## config.mk

```make
export PLATFORM = sky130hd
export DESIGN_NAME = cdu_drive
export DESIGN_NICKNAME = d
export VERILOG_FILES = /design/src/rtl/cdu_drive_pkg.sv /design/src/rtl/cdu_drive_axis.sv /design/src/rtl/cdu_drive.sv
export SDC_FILE = /design/constraint.sdc
export NUM_CORES = 1
export LEC_CHECK = 0
export CAP_MARGIN = 15
export CORE_MARGIN = 2
export CORE_UTILIZATION = 62
export DETAILED_ROUTE_END_ITERATION = 10
export GPL_TIMING_DRIVEN = 1
export PLACE_DENSITY = 0.81
export SETUP_SLACK_MARGIN = 0.15
export SYNTH_ARGS = -nofsm -noshare
export SYNTH_HDL_FRONTEND = slang
export SYNTH_HIERARCHICAL = 1
export SYNTH_SLANG_ARGS = --single-unit
export TNS_END_PERCENT = 100
```

## constraint.sdc

```tcl
create_clock -name clk -period 3.9 [get_ports clk]
set_clock_uncertainty 0.15 [all_clocks]
set_input_delay 0.39 -clock clk [delete_from_list [all_inputs] [get_ports clk]]
set_output_delay 0.39 -clock clk [all_outputs]
set_load 0.005 [all_outputs]
```

## src/rtl/cdu_drive_pkg.sv

```systemverilog
// Shared types, register map and helpers for the CDU count injector.
// Latency: n/a (declarations only).
// Backpressure: n/a.
package cdu_drive_pkg;

    localparam int NUM_AXES = 5;

    // Monitor register map
    localparam logic [15:0] CDU_DRV_REG_DX     = 16'd0;
    localparam logic [15:0] CDU_DRV_REG_DY     = 16'd1;
    localparam logic [15:0] CDU_DRV_REG_DZ     = 16'd2;
    localparam logic [15:0] CDU_DRV_REG_DT     = 16'd3;
    localparam logic [15:0] CDU_DRV_REG_DS     = 16'd4;
    localparam logic [15:0] CDU_DRV_REG_RATE   = 16'd5;
    localparam logic [15:0] CDU_DRV_REG_CTRL   = 16'd6;
    localparam logic [15:0] CDU_DRV_REG_STATUS = 16'd7;

    typedef enum logic [2:0] {
        AX_IDLE,
        AX_WAIT_RATE,
        AX_WAIT_ALIGN,
        AX_ASSERT,
        AX_GAP
    } axis_state_t;

    // Two's-complement negate when neg is set. Used both to turn a signed
    // write into a magnitude and to turn sign/magnitude back into a count.
    // 16'h8000 maps onto itself, which covers the -32768 corner.
    function automatic logic [15:0] negate_if(input logic neg, input logic [15:0] v);
        return neg ? (~v + 16'd1) : v;
    endfunction

endpackage

```

## src/rtl/cdu_drive_axis.sv

```systemverilog
// One CDU axis: sign/magnitude step count, rate timer, pulse FSM.
// Latency: request rises one clk after the aligning mt1 rising edge, lasts one MCT.
// Backpressure: none; pulses are paced internally by RATE and mt1 alignment.
module cdu_drive_axis
    import cdu_drive_pkg::*;
(
    input  logic        clk,
    input  logic        rst_n,
    input  logic        enable,
    input  logic        mt1_rise,
    input  logic        load,
    input  logic [15:0] load_val,
    input  logic        abort,
    input  logic [15:0] rate,
    output logic        cdup,
    output logic        cdum,
    output logic        busy,
    output logic [15:0] count
);

    axis_state_t state;
    logic        sign;
    logic [15:0] rem;
    logic [15:0] timer;
    logic        fire;

    // A pulse starts only from WAIT_ALIGN with work left and enable still set
    assign fire  = (state == AX_WAIT_ALIGN) && enable && (rem != 16'd0) && mt1_rise;
    assign busy  = (rem != 16'd0) || (state != AX_IDLE);
    assign count = negate_if(sign, rem);

    // Remaining-count bookkeeping: abort beats a load, a load beats the pulse decrement
    always_ff @(posedge clk or negedge rst_n) begin
        if (!rst_n) begin
            sign <= 1'b0;
            rem  <= 16'd0;
        end else if (abort) begin
            rem  <= 16'd0;
        end else if (load) begin
            sign <= load_val[15];
            rem  <= negate_if(load_val[15], load_val);
        end else if (fire) begin
            rem  <= rem - 16'd1;
        end
    end

    // Pulse FSM with registered requests; polarity is latched at pulse start
    always_ff @(posedge clk or negedge rst_n) begin
        if (!rst_n) begin
            state <= AX_IDLE;
            timer <= 16'd0;
            cdup  <= 1'b0;
            cdum  <= 1'b0;
        end else begin
            case (state)
                AX_IDLE: begin
                    if (enable && (rem != 16'd0)) begin
                        timer <= rate;
                        state <= AX_WAIT_RATE;
                    end
                end
                AX_WAIT_RATE: begin
                    if (timer == 16'd0) begin
                        state <= AX_WAIT_ALIGN;
                    end else begin
                        timer <= timer - 16'd1;
                    end
                end
                AX_WAIT_ALIGN: begin
                    if (!enable || (rem == 16'd0)) begin
                        state <= AX_IDLE;
                    end else if (mt1_rise) begin
                        state <= AX_ASSERT;
                        cdup  <= ~sign;
                        cdum  <= sign;
                    end
                end
                AX_ASSERT: begin
                    if (mt1_rise) begin
                        state <= AX_GAP;
                        cdup  <= 1'b0;
                        cdum  <= 1'b0;
                    end
                end
                AX_GAP: begin
                    if (mt1_rise) begin
                        state <= AX_IDLE;
                    end
                end
                default: begin
                    state <= AX_IDLE;
                    cdup  <= 1'b0;
                    cdum  <= 1'b0;
                end
            endcase
        end
    end

endmodule

```

## src/rtl/cdu_drive.sv

```systemverilog
// Monitor-bus front end for the five-axis CDU count injector.
// Latency: write takes effect and acks one clk after write_en; read data one clk after read_en.
// Backpressure: none; every bus access is acknowledged in a fixed single cycle.
module cdu_drive
    import cdu_drive_pkg::*;
(
    input  logic        clk,
    input  logic        rst_n,
    input  logic        read_en,
    input  logic        write_en,
    output logic        write_done,
    input  logic [15:0] addr,
    input  logic [15:0] data_in,
    output logic [15:0] data_out,
    input  logic [12:1] mt,
    output logic [4:0]  cdup,
    output logic [4:0]  cdum
);

    logic [15:0]         rate;
    logic                enable;
    logic                mt1_p;
    logic                mt1_rise;
    logic                abort;
    logic [NUM_AXES-1:0] axis_load;
    logic [NUM_AXES-1:0] axis_busy;
    logic [15:0]         axis_count [NUM_AXES];
    logic [15:0]         rd_mux;
    logic                unused_mt;

    // Only mt[1] paces the requests; the other timepulses are not needed here
    assign unused_mt = ^mt[12:2];

    assign mt1_rise = mt[1] & ~mt1_p;
    assign abort    = write_en && (addr == CDU_DRV_REG_CTRL) && data_in[1];

    // Control registers, write ack and the mt1 history bit
    always_ff @(posedge clk or negedge rst_n) begin
        if (!rst_n) begin
            rate       <= 16'd0;
            enable     <= 1'b0;
            write_done <= 1'b0;
            mt1_p      <= 1'b0;
        end else begin
            write_done <= write_en;
            mt1_p      <= mt[1];
            if (write_en && (addr == CDU_DRV_REG_RATE)) begin
                rate <= data_in;
            end
            if (write_en && (addr == CDU_DRV_REG_CTRL)) begin
                enable <= data_in[0];
            end
        end
    end

    for (genvar i = 0; i < NUM_AXES; i++) begin : g_axis
        assign axis_load[i] = write_en && (addr == 16'(i));

        cdu_drive_axis u_axis (
            .clk      (clk),
            .rst_n    (rst_n),
            .enable   (enable),
            .mt1_rise (mt1_rise),
            .load     (axis_load[i]),
            .load_val (data_in),
            .abort    (abort),
            .rate     (rate),
            .cdup     (cdup[i]),
            .cdum     (cdum[i]),
            .busy     (axis_busy[i]),
            .count    (axis_count[i])
        );
    end

    // Read mux; abort bit is never stored so CTRL reads back enable only
    always_comb begin
        rd_mux = 16'd0;
        case (addr)
            CDU_DRV_REG_DX:     rd_mux = axis_count[0];
            CDU_DRV_REG_DY:     rd_mux = axis_count[1];
            CDU_DRV_REG_DZ:     rd_mux = axis_count[2];
            CDU_DRV_REG_DT:     rd_mux = axis_count[3];
            CDU_DRV_REG_DS:     rd_mux = axis_count[4];
            CDU_DRV_REG_RATE:   rd_mux = rate;
            CDU_DRV_REG_CTRL:   rd_mux = {15'd0, enable};
            CDU_DRV_REG_STATUS: rd_mux = {11'd0, axis_busy};
            default:            rd_mux = 16'd0;
        endcase
    end

    // Registered read data, held at zero outside the acknowledge cycle
    always_ff @(posedge clk or negedge rst_n) begin
        if (!rst_n) begin
            data_out <= 16'd0;
        end else begin
            data_out <= read_en ? rd_mux : 16'd0;
        end
    end

endmodule

```

# == Word level (Yosys, flattened, before mapping) ==
# Cells that the tools add are included.
# totals
reg_bits,225
output_inout_bits,27
input_bits,48
word_cells,329
# op_classes
reduce_logical,100
n_mux,92
add_sub_neg,16
bitwise_logic,19
eq_ne,67
# ops
op,count
16-bit two-way mux,32
16-bit zero test,11
16-bit case mux with 2 select lines,5
16-bit by 1-bit subtractor with 16-bit output (second input constant),10
16-bit case mux with 8 select lines,1
16-bit by 1-bit adder with 16-bit output (second input constant),6
16-bit inverter,6
16-bit nonzero test,5
3-bit case mux with 5 select lines,5
16-bit by 3-bit equality test with 1-bit output (second input constant),4
3-bit two-way mux,18
2-bit != test (second input constant),22
16-bit by 2-bit equality test with 1-bit output (second input constant),2
3-bit by 2-bit equality test with 1-bit output (second input constant),10
1-bit case mux with 3 select lines,10
3-bit nonzero test,10
1-bit logical AND,28
2-bit by 1-bit != test with 1-bit output (second input constant),13
5-bit AND reduction,5
1-bit two-way mux,21
4-bit AND reduction,5
16-bit by 1-bit equality test with 1-bit output (second input constant),1
3-bit by 1-bit equality test with 1-bit output (second input constant),5
3-bit equality test (second input constant),5
11 further kinds,54

# == Depth between registers and ports, before layout ==
# logic_depth
depth_word,7
mapped_depth,11
ltp_nobuf,10

# == Cells and area by module ==
# Netlist, hierarchy kept.
# by_module_without_submodules
mod,n_inst,area_per_inst_um2,seq_area_each_um2,cells_each
cdu_drive_axis (g_axis[0].u_axis ...),4,2967.8,950.9,362
cdu_drive_axis (g_axis[4].u_axis),1,3067.9,950.9,368
cdu_drive,1,2235.9,875.8,195

# == Least setup slack after synthesis ==
# OpenSTA, ideal clock, no wires.
# synth_timing
kind,input to register
from,input port mt[1] (netlist bit)
to,register g_axis[4].u_axis.rem[6]
setup_slack_ns,1.046
path_stages,6
path_buffers,0
setup_time_ns,0.126
required_time_ns,3.624
t_arrival_ns,2.578
cell_sequence,nor2b_1 -> and2_0 -> nand3_1 -> nor3b_2 -> a2111oi_0 -> a311o_1
# synth_via
elab_chain_cells,3
# synth_lines
item,line_no,rtl
from (decl),cdu_drive.sv:15,"input logic [12:1] mt,"
1-bit bitwise AND,cdu_drive.sv:34,assign mt1_rise = mt[1] & ~mt1_p;
1-bit logical AND,cdu_drive_axis.sv:28,assign fire = (state == AX_WAIT_ALIGN) && enable && (rem != 16'd0) && mt1_rise;
3-bit nonzero test (no line),-,
to (signal assigned),cdu_drive_axis.sv:41,"rem <= negate_if(load_val[15], load_val);"
to (signal assigned),cdu_drive_axis.sv:43,rem <= rem - 16'd1;
to (decl),cdu_drive_axis.sv:23,logic [15:0] rem;
# Every way passes these cells.
# A chain may end at the register's enable or synchronous reset.

# == Worst setup path after layout ==
# layout_timing
from,register g_axis[2].u_axis.rem[0]
to,register g_axis[2].u_axis.cdup
# layout_via
elab_chain_cells,4
# layout_lines
item,line_no,rtl
from (decl),cdu_drive_axis.sv:23,
from (signal assigned),cdu_drive_axis.sv:41,
from (signal assigned),cdu_drive_axis.sv:43,
16-bit zero test,cdu_drive_axis.sv:70,if (!enable || (rem == 16'd0)) begin
1-bit logical OR,cdu_drive_axis.sv:70,
2-bit != test (no line),-,
4-bit AND reduction (no line),-,
to (signal assigned),cdu_drive_axis.sv:74,cdup <= ~sign;
to (decl),cdu_drive_axis.sv:15,"output logic cdup,"
# Every way passes these cells.

==> summary.txt <==
Placed design
  • Place WS: 330 ps
  • GP Congestion: 1.00
  • Placed Area: 18000 sq um
  • Buffers on Ports: 63
  • Hpwl dp: 37100 microns

Detailed routing
  • Met3 Wirelength: 4600 microns
  • Routed Antenna Nets: 0
  • Starting DRT DRC Count: 1735
  • Max layer used: met4
  • Drt via density: 6.75
  • Met1 Wirelength: 22200 microns
  • Met2 wire length: 23700 microns
  • Drt total wl: 53100 microns
  • # DRC: 0
  • Wire length per cell: 21.9 microns
  • Vias: 16300
  • First-pass iteration count of the detailed router: 6

Synthesis
  • Synth cell types: 81
  • Post-Syn Nets: 2084
  • Post-Synth XOR/XNOR Area: 9.64%
  • Post-synthesis mux area share: 4.28%
  • Post-synth top area share: 32.8%
  • Synth area leaders: dfrtp_1 33%, xnor2_1 5.3%, a21oi_1 4.7%
  • Post-synth EDFFs: 0
  • Ys flop type: dfrtp_1
  • Largest family of logic cells by synthesized area: simple AND/OR/NAND/NOR gates
  • Top cell type by total area after synthesis: dfrtp_1
  • Compound-Gate Fraction of Synth Area: 21.5%
  • Synth Cell Area: 17200 sq um
  • Sequential share of the synthesized area: 32.8%
  • Yosys warning count: 6
  • Synth Area in Simple Gates: 24.0%
  • Synthesized area per cell: 8.54 sq um
  • Adder-cell area share of the yosys netlist: 1.82%
  • Ys async rst share: 100%
  • Cells after synthesis: 2011
  • Register bit total from synthesis: 225

Critical path
  • Crit path kind: reg -> reg
  • Crit Path Max Fanout: 14
  • CP Capture Type: register
  • Req. time, crit path: 4220 ps
  • Crit path DAT: 3390 ps
  • Startpoint Class: register
  • R2R depth: 7

STA
  • Max Slew Vio Count: 0
  • Peak Freq: 0.326 GHz
  • Fin crit share: 78.6%
  • Final-report hold violation count: 0
  • RSZ-0062 raised after global routing: false
  • # setup viols final: 0
  • Worst hold margin: 155 ps
  • Setup TNS: 0 ps
  • Relative slew margins: 27.0%
  • Worst setup margin: 833 ps
  • Worst-Margin Slew: 1090 ps
  • Post-layout min period: 3070 ps

Die
  • Initial Util: 63.4%
  • Die H: 170 microns
  • CORE AREA: 27100 sq um
  • Overall die width: 170 microns
  • Die Area: 29000 sq um
  • Core Rows: 60
  • Boundary Pins: 75

Power
  • Leak: 8.02 nW
  • Peak VDD IR: 0.000311 V
  • Overall Power: 5.30 mW
  • Cell area power density: 281 nW/um^2

Cells and area
  • Antenna Cells: 0
  • Nets: 2100
  • Layout cell share with drive strength beyond 1: 9.77%
  • Area grow syn2layout: 9.76%
  • Fillers: 2154
  • Final instance area: 18900 sq um

Job
  • Max Cap Viol: 0

Clocking
  • Sink Count: 225
  • Root Buffer: clkbuf_16
  • Cts bufs inserted: 26
  • Setup Buffers After CTS: 0
  • Cts repair resizes: 0
  • Post-CTS Hold Fix Bufs: 1
  • Clk pin slew, worst setup/hold paths: 60 ps
  • Worst skew pair latency: 560 ps
  • CTS tree: yes
  • # H-tree levels: 1
  • Clock Path Buffers: 3

Global route
  • Global route overflow: 0
  • Largest net degree at the start of global routing: 107
  • Vias in the first global route: 15500
  • First-pass GRT wire length: 83200 microns
  • Initial antenna violation count: 0
  • Total track usage: 36.3%

Hold path
  • Hold path cells: 1
  • Hold WC Path Type: in -> reg

Outcome
  • Outcome: completed
-- power breakdown --
part	switching, mW	internal (mW)	total, mW
sequential	0.0351	2.35	2.39
combinational	0.306	0.168	0.474
clock	1.02	1.42	2.44
total	1.37	3.94	5.30
-- stage by stage --
| step | util (%) | instances |
|---|---|---|
| 3_3_place_gp | 66.3 | 2368 |
| 3_5_place_dp | 66.3 | 2368 |
| 5_1_grt | 69.6 | 2419 |
| 6_report | 69.6 | 2419 |
| 4_1_cts | 69.5 | 2417 |
| 2_1_floorplan | - | 2011 |
-- kinds of logic (layout without fill, tap and decap cells) --
group / Yosys count / after routing
AOI/OAI and AO/OA: 582 / 582
xor gates and xnor gates: 189 / 189
adders and majority gates: 25 / 25
buffers and inverters: 198 / 234
DFF: 225 / 225
muxes: 60 / 60
and+or+nand+nor: 732 / 732
-- path summary, 6_finish.rpt --
check                                   startpoint                    endpoint  slack [ps]
hold / removal                               mt[1]                       mt1_p         160
hold reg to reg              g_axis[2].u_axis/cdup       g_axis[2].u_axis/cdup         340
setup reg to reg           g_axis[2].u_axis/rem[0]       g_axis[2].u_axis/cdup         830
min in group asynchronous                    rst_n  g_axis[3].u_axis/timer[15]         220
setup / recovery           g_axis[2].u_axis/rem[0]       g_axis[2].u_axis/cdup         830
max in group asynchronous                    rst_n    g_axis[0].u_axis/rem[14]        2420
-- metal layers --
metal	track usage, %	vias up
li1	-	7468
met1	49.8	7918
met2	57.0	798
met3	5.58	145
met4	16.3	0
met5	0	-
-- area by class of cell --
class	instances	area (sq um)	area share (%)
timing repair buffer	127	1150	6.12
tap	372	465	2.47
inverter	59	221	1.17
clock buffer	42	811	4.30
clock inverter	6	41.3	0.219
sequential	225	5630	29.9
multi-input combinational	1588	10500	55.9
-- layout by cell type (no fill, tap or decap), drive strengths merged, types with 18 or more instances in the layout --
cell	count
a22o	18
o22ai	50
inv	59
a31oi	18
nand3	59
buf	65
or4	37
nand4	29
ha	25
nor3	72
mux2i	28
o21a	18
nor2	113
o21ai	139
clkbuf	42
nor4	47
mux2	27
nand2b	27
xnor2	104
dfrtp	225
nand2	173
a21oi	162
or3	39
clkdlybuf4s50	61
xor2	85
or2	22
o31ai	36
-- registers in the layout (all words and copies together), names as in the netlist --
register and count:
data_out 16, enable 1, g_axis.u_axis/cdum 5, g_axis.u_axis/cdup 5
g_axis.u_axis/rem 80, g_axis.u_axis/sign 5, g_axis.u_axis/state 15, g_axis.u_axis/timer 80
mt1_p 1, rate 16, write_done 1
-- Yosys cell counts (9+ instances only) --
cell      number
mux2_2        10
nor4_1        38
or2_2         22
o31ai_1       36
dfrtp_1      225
nand2_1      169
buf_2         19
nand4b_1      12
a211oi_1      10
clkbuf_1      88
o22a_1        14
clkbuf_8      12
nor2_1       111
o21ai_0      139
mux2i_1       28
or3_1         38
ha_1          25
a21oi_1      162
a21o_1        12
nand3_1       59
a31oi_1       18
nand3b_1      12
nor2b_1       14
mux2_4        10
nand4_1       29
nor3b_1       14
xor2_1        85
o21a_1        18
a22oi_1       11
o22ai_1       50
nand2b_1      27
o32ai_1       16
a22o_1        18
buf_4          9
nor3_1        71
xnor2_1      104
inv_1         59
a21boi_0       9
and4_1        12
or4_1         32
and3_1        11
-- critical path: stages (launching register included) --
cell and delay, ps:
dfrtp_1 490, inv_1 130, ha_1 160, nor3b_1 570, nand4_1 750, a211oi_1 410
or3_1 200, o2bb2ai_1 120
(Power assumes the default switching activity.)
==> variant (config.mk and constraints unchanged) <==
The output `data_out` loses its register stage (`data_out` becomes a continuous assignment).
--- a/src/rtl/cdu_drive.sv
+++ b/src/rtl/cdu_drive.sv
@@ -91,9 +91,3 @@
     // Registered read data, held at zero outside the acknowledge cycle
-    always_ff @(posedge clk or negedge rst_n) begin
-        if (!rst_n) begin
-            data_out <= 16'd0;
-        end else begin
-            data_out <= read_en ? rd_mux : 16'd0;
-        end
-    end
+    assign data_out = read_en ? rd_mux : 16'd0;
 
Formal check against the unedited RTL: not equivalent (a bounded check fails within 4 cycles, from zero or initial values and one cycle with rst_n low).
==> variant against the original RTL <==
Die area shrank 2.3%; final area grew 0.69%; sequential cell count shrank 16; non-clock buffer count grew 30; critical path type is now flip-flop to primary output; hold slack gained 0.023 ns; wire length grew 1.2%; first-iteration DRC count grew 0.75%; worst setup slack lost 0.80 ns; area after synthesis shrank 2.3%; highest routed layer unchanged; total power shrank 3.4%; critical endpoint is now data_out[11]; sequential power shrank 7%; synthesized cell count shrank 0.80%; sequential share of layout area shrank 2.2 points; global-route usage grew 0.81 points.
==> variant: results (changes against the original RTL) <==
| Metric | Value |
|---|---|
| R2R Path Start | `g_axis[4].u_axis/state[0]$_DFFE_PN0P_` |
| Crit-path max FO | `6 (-8)` |
| Sequential-to-total area share from yosys stat | `0.312 (-0.0160)` |
| Hold depth | `1 (unchanged)` |
| First-pass GRT wire length | `83800 um (+0.66%)` |
| Final std cells w/o fill | `2401 (-0.74%)` |
| Ranking of synthesized cells by area | `dfrtp_1, xnor2_1, a21oi_1, xor2_1, o21ai_0` |
| Worst-Skew Late Latency | `0.55 ns` |
| Top post-synthesis cells by count | `dfrtp_1, nand2_1, a21oi_1, o21ai_0, nor2_1` |
| Initial DRC Count | `1748 (+0.75%)` |
| Pleak | `7.98 nW (-0.60%)` |
| Overflow after GRT | `0 (unchanged)` |
| Vias post-DR | `16440 (+0.68%)` |
| RePlAce Congestion | `1.11 (+11%)` |
| Worst vdd ir | `0.276 mV (-11%)` |
| Slowest stage delay, CP | `0.60 ns (-0.15 ns)` |
| Largest net degree at the start of global routing | `105 (-1.9%)` |
| Worst-Margin Slew | `1.10 ns (+0.00957 ns)` |
| Nets | `2114 (+0.67%)` |
| Clock-pin slew on the worst setup and hold paths | `0.06 ns (about the same)` |
| Hold Path Origin | `mt[1]` |
| Clock root buffer | `clkbuf_16` |
| Crit path to | `data_out[11]` |
| Detailed Route WL | `53700 um (+1.2%)` |
| RR Endpoint | `g_axis[4].u_axis/timer[13]$_DFFE_PN0P_` |
| Detail Placement HPWL | `36600 um (-1.4%)` |
| CP max stage cell | `or4_4` |
| Vias in the first global route | `15350 (-0.65%)` |
| Share of cells above drive strength 1 | `0.150 (+0.0523)` |
| Syn avg cell area | `8.41 um^2 (-1.5%)` |
| Status | `finished, final reports clean` |
| Critical Path AT | `3.33 ns (-0.06 ns)` |
| Top flop regs | `g_axis.u_axis/rem (80), g_axis.u_axis/timer (80), rate (16)` |
| Worst reg-to-reg setup slack | `1.09 ns (+0.26 ns)` |
| R2r worst-path depth | `5 (-2)` |
| YS warnings | `6 (unchanged)` |
| Crit. Startpoint | `g_axis[1].u_axis/rem[6]$_DFFE_PN0P_` |
| Inst Count DP | `2332 (-1.5%)` |
| Switching part of the total | `0.256 (-0.00130)` |
| All-Layer GR Usage | `0.371 (+0.00815)` |
[variant: cell types whose count changed after synthesis, sizes merged]
| cell | delta |
|---|---|
| dfrtp | -16 |
[variant: per-stage QoR]
| stage | hold slack, ns | setup WS (ns) | TNS, ns | instance area [um^2] | total power, W |
|---|---|---|---|---|---|
| finish | 0.179 | 0.0277 | 0 | 19000 | 0.00512 |
| detailed placement | 0.323 | 0.319 | 0 | 17600 | 0.00272 |
| global placement | 0.324 | 0.340 | 0 | 17600 | 0.00271 |
| floorplan | -0.0556 | 1.05 | 0 | 16800 | 0.00250 |
| global route | 0.183 | -0.0303 | -0.0303 | 19000 | 0.00525 |
| CTS | 0.175 | 0.0577 | 0 | 18800 | 0.00511 |
[variant: worst min-delay path by stage]
| stage | end | slack, ns |
|---|---|---|
| after global placement | g_axis[0].u_axis/cdup$_DFFE_PN0P_ | 0.32 |
| after global routing | mt1_p$_DFF_PN0_ | 0.18 |
| final | mt1_p$_DFF_PN0_ | 0.18 |
| after CTS | mt1_p$_DFF_PN0_ | 0.17 |
| after detailed placement | g_axis[0].u_axis/cdup$_DFFE_PN0P_ | 0.32 |
| after floorplan | enable$_DFFE_PN0N_ | -0.06 |
[variant: final cells by class]
class,count,area [um^2]
clock buffers,42,832
clock inverters,5,28.8
fillers,2079,7740
inverters,59,221
multi-input cells,1588,10900
flip-flops and latches,209,5250
well taps,341,427
repair buffers,157,1360
[variant: cell families (layout without fill, tap and decap cells)]
logic type      count (synthesis)  after routing  share of synthesized area
xor+xnor                      189            189                     0.0987
simple gates                  732            732                      0.246
compound gates                582            582                      0.220
buf+inv                       198            263                     0.0612
flops                         209            209                      0.312
mux                            60             60                     0.0438
fa+ha+maj                      25             25                     0.0186
[variant: what timing repair did]
item                                   4_1_cts  5_1_grt
hold buffers                                 1        0
endpoints found under the hold margin      101        0
resized for setup                           63       47
setup endpoints to repair                   15       14
pin swaps                                    7        7
buffers inserted                            13        7
[variant: metal layers]
metal  share of wire  routed length (um)  vias up  track usage
li1                -                   -     7468            -
met1            0.40               21700     7902        0.500
met2            0.44               23500      887        0.574
met3            0.10                5350      183       0.0783
met4           0.058                3120        0        0.178
met5               0                   0        -            0
[variant: power by group through the flow]
stage	Clock, W	Combinational [W]	Sequential [W]
floorplan	0	0.000265	0.00223
global placement	0	0.000459	0.00226
detailed placement	0	0.000468	0.00226
CTS	0.00242	0.000474	0.00222
global route	0.00250	0.000524	0.00222
finish	0.00241	0.000487	0.00222
